**src/rtl/surface_normal_sequencer.sv**
```systemverilog
// surface_normal_sequencer
//   Estimates the surface normal at a hit point by central differences. The
//   six probe positions p +/- EPS along x, y and z go one at a time to a shared
//   SDF unit. The unnormalised gradient is returned together with the vector
//   from the hit point to the light.
//
// Ports
//   clk, rst                   : rising-edge clock, asynchronous active-high reset
//   start_valid / start_ready  : request handshake, p and light_pos sampled on it
//   p, light_pos               : vec3 {x,y,z}, each signed Q8.24
//   sdf_req_valid / _ready     : probe query handshake, position on sdf_req_pos
//   sdf_resp_valid / _dist     : one distance pulse per accepted query
//   out_valid / out_ready      : result handshake for grad and light_vec
//   busy                       : high whenever the sequencer is not idle
module surface_normal_sequencer #(
   parameter logic signed [31:0] EPS = 32'sh00004189
) (
   input  logic               clk,
   input  logic               rst,
   input  logic               start_valid,
   output logic               start_ready,
   input  logic [95:0]        p,
   input  logic [95:0]        light_pos,
   output logic               sdf_req_valid,
   input  logic               sdf_req_ready,
   output logic [95:0]        sdf_req_pos,
   input  logic               sdf_resp_valid,
   input  logic signed [31:0] sdf_resp_dist,
   output logic               out_valid,
   input  logic               out_ready,
   output logic [95:0]        grad,
   output logic [95:0]        light_vec,
   output logic               busy
);

   localparam logic [1:0] S_IDLE  = 2'd0;
   localparam logic [1:0] S_ISSUE = 2'd1;
   localparam logic [1:0] S_WAIT  = 2'd2;
   localparam logic [1:0] S_DONE  = 2'd3;

   logic [1:0]         state_q, state_d;
   logic [2:0]         q_q, q_d;
   logic [95:0]        p_q, p_d;
   logic [95:0]        light_vec_q, light_vec_d;
   logic [95:0]        grad_q, grad_d;
   logic signed [31:0] d_plus_q, d_plus_d;

   logic signed [31:0] qx, qy, qz;
   logic signed [31:0] diff;

   // Plain two's complement; overflow wraps silently.
   function automatic logic signed [31:0] wrap_add(input logic signed [31:0] a,
                                                   input logic signed [31:0] b);
      return a + b;
   endfunction

   function automatic logic signed [31:0] wrap_sub(input logic signed [31:0] a,
                                                   input logic signed [31:0] b);
      return a - b;
   endfunction

   // Even query index probes +EPS, odd probes -EPS; q>>1 selects the axis.
   always_comb begin
      qx = $signed(p_q[95:64]);
      qy = $signed(p_q[63:32]);
      qz = $signed(p_q[31:0]);
      case (q_q[2:1])
         2'd0:    qx = q_q[0] ? wrap_sub(qx, EPS) : wrap_add(qx, EPS);
         2'd1:    qy = q_q[0] ? wrap_sub(qy, EPS) : wrap_add(qy, EPS);
         default: qz = q_q[0] ? wrap_sub(qz, EPS) : wrap_add(qz, EPS);
      endcase
   end

   assign diff = wrap_sub(d_plus_q, sdf_resp_dist);

   always_comb begin
      state_d     = state_q;
      q_d         = q_q;
      p_d         = p_q;
      light_vec_d = light_vec_q;
      grad_d      = grad_q;
      d_plus_d    = d_plus_q;
      case (state_q)
         S_IDLE: begin
            if (start_valid) begin
               p_d         = p;
               light_vec_d = {wrap_sub($signed(light_pos[95:64]), $signed(p[95:64])),
                              wrap_sub($signed(light_pos[63:32]), $signed(p[63:32])),
                              wrap_sub($signed(light_pos[31:0]),  $signed(p[31:0]))};
               q_d         = 3'd0;
               state_d     = S_ISSUE;
            end
         end
         S_ISSUE: begin
            // A response arriving here is stale or spurious and is dropped.
            if (sdf_req_ready) state_d = S_WAIT;
         end
         S_WAIT: begin
            if (sdf_resp_valid) begin
               if (!q_q[0]) begin
                  d_plus_d = sdf_resp_dist;
               end else begin
                  case (q_q[2:1])
                     2'd0:    grad_d[95:64] = diff;
                     2'd1:    grad_d[63:32] = diff;
                     default: grad_d[31:0]  = diff;
                  endcase
               end
               q_d     = q_q + 3'd1;
               state_d = (q_q < 3'd5) ? S_ISSUE : S_DONE;
            end
         end
         default: begin
            if (out_ready) state_d = S_IDLE;
         end
      endcase
   end

   always_ff @(posedge clk or posedge rst) begin
      if (rst) begin
         state_q     <= S_IDLE;
         q_q         <= 3'd0;
         p_q         <= '0;
         light_vec_q <= '0;
         grad_q      <= '0;
         d_plus_q    <= '0;
      end else begin
         state_q     <= state_d;
         q_q         <= q_d;
         p_q         <= p_d;
         light_vec_q <= light_vec_d;
         grad_q      <= grad_d;
         d_plus_q    <= d_plus_d;
      end
   end

   assign start_ready   = (state_q == S_IDLE);
   assign busy          = (state_q != S_IDLE);
   assign sdf_req_valid = (state_q == S_ISSUE);
   assign out_valid     = (state_q == S_DONE);
   assign sdf_req_pos   = (state_q == S_ISSUE) ? {qx, qy, qz} : 96'd0;
   assign grad          = grad_q;
   assign light_vec     = light_vec_q;

endmodule

```
**config.mk**
```make
export PLATFORM = sky130hd
export DESIGN_NAME = surface_normal_sequencer
export DESIGN_NICKNAME = d
export VERILOG_FILES = /design/src/rtl/surface_normal_sequencer.sv
export SDC_FILE = /design/constraint.sdc
export NUM_CORES = 1
export LEC_CHECK = 0
export BUFFER_PORTS_ARGS = -buffer_cell sky130_fd_sc_hd__buf_2
export CAP_MARGIN = 20
export CORE_ASPECT_RATIO = 2
export CORE_MARGIN = 10
export CORE_UTILIZATION = 25
export CTS_CLUSTER_DIAMETER = 120
export DETAILED_ROUTE_END_ITERATION = 8
export PLACE_DENSITY = 0.51
export SYNTH_ARGS = -nofsm -noshare
export SYNTH_HDL_FRONTEND = slang
export SYNTH_SLANG_ARGS = --single-unit
```
**constraint.sdc**
```tcl
create_clock -name clk -period 12.47 [get_ports clk]
set_input_delay 1.247 -clock clk [delete_from_list [all_inputs] [get_ports clk]]
set_output_delay 1.247 -clock clk [all_outputs]
set_load 0.005 [all_outputs]
```
==> results of run 1 <==
[per-stage QoR]
step                std cells   util  setup slack [ps]  instance area (um^2)
global placement         4633  0.292              6240                 28100
global route             4705  0.306              5250                 29400
detailed placement       4633  0.292              6280                 28100
floorplan                2993      -              2220                 24200
CTS                      4701  0.305              5590                 29300
finish                   4710  0.306              5750                 29400
[critical path, cell delays in order (launching register included)]
cell and delay, ps:
dfrtp_4 1000, inv_1 410, buf_4 350, ha_1 450, a21oi_1 220, o21ai_0 170
a21oi_1 170, o21ai_0 200, a221oi_2 370, a21oi_1 160, a221oi_1 540, xnor2_1 170
or3_1 330, a21oi_1 170, buf_2 170
[placed cells by master, fill, tap and decap left out, types with 80 or more instances in the layout]
cell type,instances
dfrtp_1,323
a21o_1,93
xor2_1,80
a21oi_1,261
nor2_1,141
buf_2,521
nand2_1,596
ha_1,215
xnor2_1,105
inv_1,187
o21ai_0,309
[sequential cells by signal, indices dropped and copies added, names as in the netlist]
signal and cells:
d_plus_q 32, grad 96, light_vec 96, p_q 96, q_q 3, state_q 2
[kinds of logic (layout without fill, tap and decap cells)]
family / count (synthesis) / count (layout) / synth area share
buffers and inverters: 312 / 798 / 0.0486
xor gates and xnor gates: 185 / 185 / 0.0670
other: 0 / 9 / 0
and+or+nand+nor: 988 / 988 / 0.176
AOI/OAI and AO/OA: 891 / 891 / 0.224
adders and majority gates: 222 / 222 / 0.117
DFF: 325 / 325 / 0.336
muxes: 70 / 70 / 0.0313
[worst paths after layout]
path | start | end
max in group asynchronous | rst | grad[41]
min in group asynchronous | rst | light_vec[2]
max | q_q[0] | sdf_req_pos[63]
max reg2reg | d_plus_q[0] | grad[56]
min reg2reg | grad[42] | grad[42]
min | grad[42] | grad[42]
[report_power, final]
group | switching (mW) | internal (mW) | total [mW]
registers | 0.352 | 1.49 | 1.84
logic | 2.55 | 1.57 | 4.12
clock network | 0.528 | 0.657 | 1.18
[metal layers]
metal	vias up	track usage	wire length (um)
met5	-	0	348
met2	643	0.304	47800
li1	11300	-	-
met4	60	0.0552	2860
met3	167	0.0646	9430
met1	10600	0.195	39400
[area by class of cell]
type | count | area, um^2 | area share
tap | 1222 | 1530 | 0.0521
clock buffer | 46 | 1020 | 0.0348
clock inverter | 22 | 235 | 0.00801
antenna | 9 | 22.5 | 0.000767
inverter | 188 | 713 | 0.0243
multi-input combinational | 2356 | 14900 | 0.508
sequential | 325 | 8140 | 0.277
timing repair buffer | 542 | 2790 | 0.0950
[synthesized netlist by cell type (7+ instances only)]
master      n  area (um^2)
nor2b_1    25          156
o21bai_1   26          195
and2_1     13         81.3
ha_1      215         2690
nand3_1    54          270
buf_1       8         30.0
xor2_1     80          701
a21o_1     93          698
o21ai_0   309         1550
xnor2_1   105          920
dfrtp_1   325         8130
nor3_1     25          125
nor2_1    145          544
fa_1        7          140
a31oi_1    21          131
o211ai_1   20          150
mux2_2     45          507
a21oi_1   261         1310
o21a_1     27          203
a211oi_1   29          218
o31ai_1    16          120
nand4_1    34          213
nor3b_1     9         67.6
and3_1     26          163
nand2_1   598         2240
or3_1       9         56.3
clkbuf_1  113          424
mux2i_1    25          250
inv_1     188          706
nand2b_1   26          163
==> summary.md, run 1 <==
| Metric | Value |
|---|---|
| Status | completed |
| Hold Crit Class | reg2reg |
| CP endpoint kind | output pin |
| Largest vdd supply drop | around 0.12 mV |
| Crit-path max FO | about 60 |
| Tot GR Track Use | 0.175 |
| Total nets after synthesis | 3445 |
| Die H | 460 um |
| Fill count | 10400 |
| Total routed wirelength | between 90000 and 100000 um |
| CTS Hold Bufs | 0 |
| Count of different cell masters after synthesis | 71 |
| RSZ-0062 raised after global routing | false |
| TNS Setup | 0 ps |
| Worst Path Arrival | around 5500 ps |
| CTS max path bufs | 3 |
| First-pass GRT wire length | about 150000 um |
| Sequential share of the synthesized area | 0.336 |
| Layout cells sized above 1 | 0.196 |
| First-pass DRT Iterations | 5 |
| Boundary pin count | 522 |
| Static leakage | approximately 15 nW |
| Syn avg cell area | around 8 um^2 |
| # Max-Cap Violations | 0 |
| CTS tree | done |
| Slew @ Worst Pin | just over 1000 ps |
| Reg2Reg Depth | 13 |
| Final Cycle Share | 0.539 |
| Fmax | 149 MHz |
| CTS resizes | 0 |
| Synth Warn # | 0 |
| Endpoints failing hold | 0 |
| R2r setup slk | a little over 8000 ps |
| Primary FF master, synth | dfrtp_1 |
| Final-report setup violation count | 0 |
| Die area | roughly 0.11 mm^2 |
| Async SR Flop Fraction | 1.00 |
| PortBufs | ~520 |
| Largest net degree at the start of global routing | between 200 and 300 |
| Clock Latency Late Sink | 580 ps |
| CTS H-Tree Depth | 2 |
| Std cell rows | ~160 |
| Antenna violations before repair | 40 |
| DPL Wire Length | around 80000 um |
| Postcts setup bufs | 0 |
| Routed len/inst | approximately 21 um |
| Vias | roughly 23000 |
| Critical path class | reg2out |
| ANT nets after route | 0 |
| Area grow syn2layout | 21.4% |
| Starting density of the core | 0.252 |
| Final hold slack | about 470 ps |
| First DRT Iteration DRCs | about 900 |
| EDFF count, synth | 0 |
| Root Driver | clkbuf_16 |
| CTS clock-pin slew for the worst setup and hold paths | about 70 ps |
| Synthesized cell area | approximately 0.024 mm^2 |
| Hold Path Depth | 2 |
| Mapped Cells | 2993 |
| Worst Path Required | about 11000 ps |
| Die W | 240 um |
| Vias per cell | approximately 4.8 |
| Synthesis-stage register bit count | about 330 |
| Core area | 0.0961 mm^2 |
| DRC viols | 0 |
| Number of global-route vias before repair | 23300 |
| Power, Total | 7.14 mW |
| CTS Sinks | roughly 330 |
| NumNets Final | about 4000 |
| Worst rel slew slack | 0.308 |
| Routability Congestion | about 0.9 |
| Final count of pins violating max slew | 0 |
| Clk_skew | between 20 and 25 ps |
| Clock buffer count from CTS | 37 |
| Grt ovf | 0 |
| CP Launch Type | register |
| Cell area power density | roughly 240 mW/mm^2 |
| Tmin final | 6720 ps |
Power figures use the tool's default switching activity.
==> run 2, diff against run 1 <==
Clock period 12.47 ns to 6.9 ns, I/O delays scaled along.
==> summary.md, run 2 (synthesized netlist as in run 1, its figures left out) <==
| Metric | Value |
|---|---|
| Endpoints failing hold | 0 (unchanged) |
| Pint | 6.76 mW (+82%) |
| RSZ-0062 raised after global routing | false |
| Antenna violations before repair | 35 (-13%) |
| Number of global-route vias before repair | 23900 (+2.3%) |
| Die area | 0.110 mm^2 (unchanged) |
| Std cell rows | 161 (unchanged) |
| CTS H-Tree Depth | 2 (unchanged) |
| CTS clock-pin slew for the worst setup and hold paths | 70 ps (about the same) |
| Worst Path Arrival | 5150 ps (-320 ps) |
| ANT nets after route | 0 (unchanged) |
| Hold Crit Class | in2async |
| Most common cell after layout, fill and taps aside | nand2_1 |
| CP Launch Type | register |
| Crit-path max FO | 25 (-58%) |
| Largest net degree at the start of global routing | 235 (-6.0%) |
| Fill count | 10400 (+0.038%) |
| Critical-path top delay cell | inv_1 |
| First-pass DRT Iterations | 5 (unchanged) |
| Switching power share of the total | 0.477 (-0.00260) |
| TNS Setup | 0 ps (unchanged) |
| Core area | 0.0961 mm^2 (unchanged) |
| CTS tree | done |
| Die W | 240 um (unchanged) |
| CTS resizes | 0 (unchanged) |
| Worst Slack Setup Final | 1060 ps (-4690 ps) |
| Postcts setup bufs | 0 (unchanged) |
| Area grow syn2layout | 21.5% (about the same) |
| Vias | 23000 (+0.79%) |
| Clock Latency Late Sink | 580 ps (about the same) |
| PortBufs | 521 (unchanged) |
| Status | completed |
| Crit path largest cell delay | 640 ps (-360 ps) |
| Worst rel slew slack | 0.371 (+0.0631) |
| Layout cells sized above 1 | 0.196 (+0.000462) |
| # Max-Cap Violations | 0 (unchanged) |
| CP endpoint kind | output pin |
| First DRT Iteration DRCs | 919 (+4.2%) |
| DPL Wire Length | 81800 um (+2.1%) |
| Crit-path cells | inv_1 -> buf_4 -> ha_1 -> and3_1 -> a221oi_2 -> nand3_1 -> a211o_1 -> o31ai_1 -> and3_1 -> o41ai_1 -> a311oi_1 -> or3_1 -> nand3_1 -> buf_2 |
| CTS Hold Bufs | 0 (unchanged) |
| Die H | 460 um (unchanged) |
| DRC viols | 0 (unchanged) |
| Fmax | 171 MHz |
| Final Cycle Share | 0.846 |
| Root Driver | clkbuf_16 |
| Final-report setup violation count | 0 (unchanged) |
| CTS max path bufs | 3 (unchanged) |
| Switch Pwr | 6.17 mW (+80%) |
| Starting density of the core | 0.252 (unchanged) |
| Clock share of power | 0.167 (about the same) |
| First-pass GRT wire length | 149000 um (+1.6%) |
| Comb pwr share | 0.579 (+0.002) |
| Routability Congestion | 0.904 (+1.3%) |
| Most frequent cells in the layout | nand2_1 (596), buf_2 (521), dfrtp_1 (323), o21ai_0 (309), a21oi_1 (261) |
| Largest vdd supply drop | 0.197 mV (+61%) |
| Tot GR Track Use | 0.177 (+0.00208) |
| Total routed wirelength | 101000 um (+0.98%) |
| Final count of pins violating max slew | 0 (unchanged) |
| Clk_skew | 20.3 ps (-3.94 ps) |
| CTS Sinks | 325 (unchanged) |
| Slew @ Worst Pin | 933 ps (-104 ps) |
| Boundary pin count | 522 (unchanged) |
| Grt ovf | 0 (unchanged) |
| Worst Path Required | 6210 ps (-5010 ps) |
| Cell area power density | 440 mW/mm^2 (+81%) |
| Tmin final | ~5800 ps |
| Static leakage | 15.1 nW (+0.14%) |
| Routed len/inst | 21.4 um (+0.91%) |
| NumNets Final | 3906 (+0.10%) |
| Vias per cell | 4.88 (+0.72%) |
| Reg power frac | 0.254 (-0.004) |
| Critical path class | reg2out |
| Dpl ws | 1690 ps (-4580 ps) |
| Clock buffer count from CTS | 37 (unchanged) |
run 2: changes by cell type in the layout (fill, tap and decap cells not counted), sizes merged:
cell,change
inv,-3
diode,+1
bufinv,+1
buf,+4
run 2: per-layer routing:
metal,part of all wire,up-vias,global-route usage,wire length (um)
li1,-,11400,-,-
met1,0.39,10800,0.194,39300
met2,0.48,640,0.309,48800
met3,0.089,172,0.0656,9010
met4,0.032,56,0.0598,3240
met5,0.0038,-,0,379
run 2: critical path: cells and delay by family, from the launching register on:
kind	cells	cell delay [ps]
AOI/OAI and AO/OA	5	1610
buffers and inverters	3	1140
and+or+nand+nor	5	850
DFF	1	620
adders and majority gates	1	310
run 2: power groups by stage:
stage	clock (mW)	sequential, mW	combinational [mW]
floorplan	0	3.21	4.76
global placement	0	3.31	7.53
detailed placement	0	3.34	7.55
CTS	2.25	3.31	7.59
global route	2.29	3.40	8.39
finish	2.16	3.29	7.48
run 2: layout make-up:
type | instances | area (um^2) | share of cell area
Antenna cell | 10 | 25.0 | 0.000851
Clock buffer | 46 | 1030 | 0.0351
Clock inverter | 20 | 226 | 0.00770
Inverter | 188 | 709 | 0.0241
Multi-Input combinational cell | 2356 | 14900 | 0.507
Sequential cell | 325 | 8140 | 0.277
Tap cell | 1222 | 1530 | 0.0520
Timing Repair Buffer | 546 | 2820 | 0.0959
run 2: worst paths after layout:
path	slack [ps]	from	to	cells after the start
setup / recovery	1060	q_q[0]	sdf_req_pos[62]	14
setup reg to reg	2780	d_plus_q[0]	grad[94]	13
min in group clk	340	p[31]	p_q[31]	3
hold reg to reg	470	grad[72]	grad[72]	2
max in group asynchronous	4890	rst	light_vec[12]	4
hold / removal	170	rst	d_plus_q[5]	2
run 2: per-stage QoR:
| step | std cells | total power [mW] | utilization | cell area, um^2 | hold slack, ps |
|---|---|---|---|---|---|
| floorplan | 2993 | 7.97 | - | 24200 | 455 |
| global placement | 4637 | 10.8 | 0.293 | 28100 | 453 |
| detailed placement | 4637 | 10.9 | 0.293 | 28100 | 458 |
| CTS | 4703 | 13.1 | 0.306 | 29400 | 157 |
| global route | 4705 | 14.1 | 0.306 | 29400 | 191 |
| finish | 4713 | 12.9 | 0.306 | 29400 | 174 |
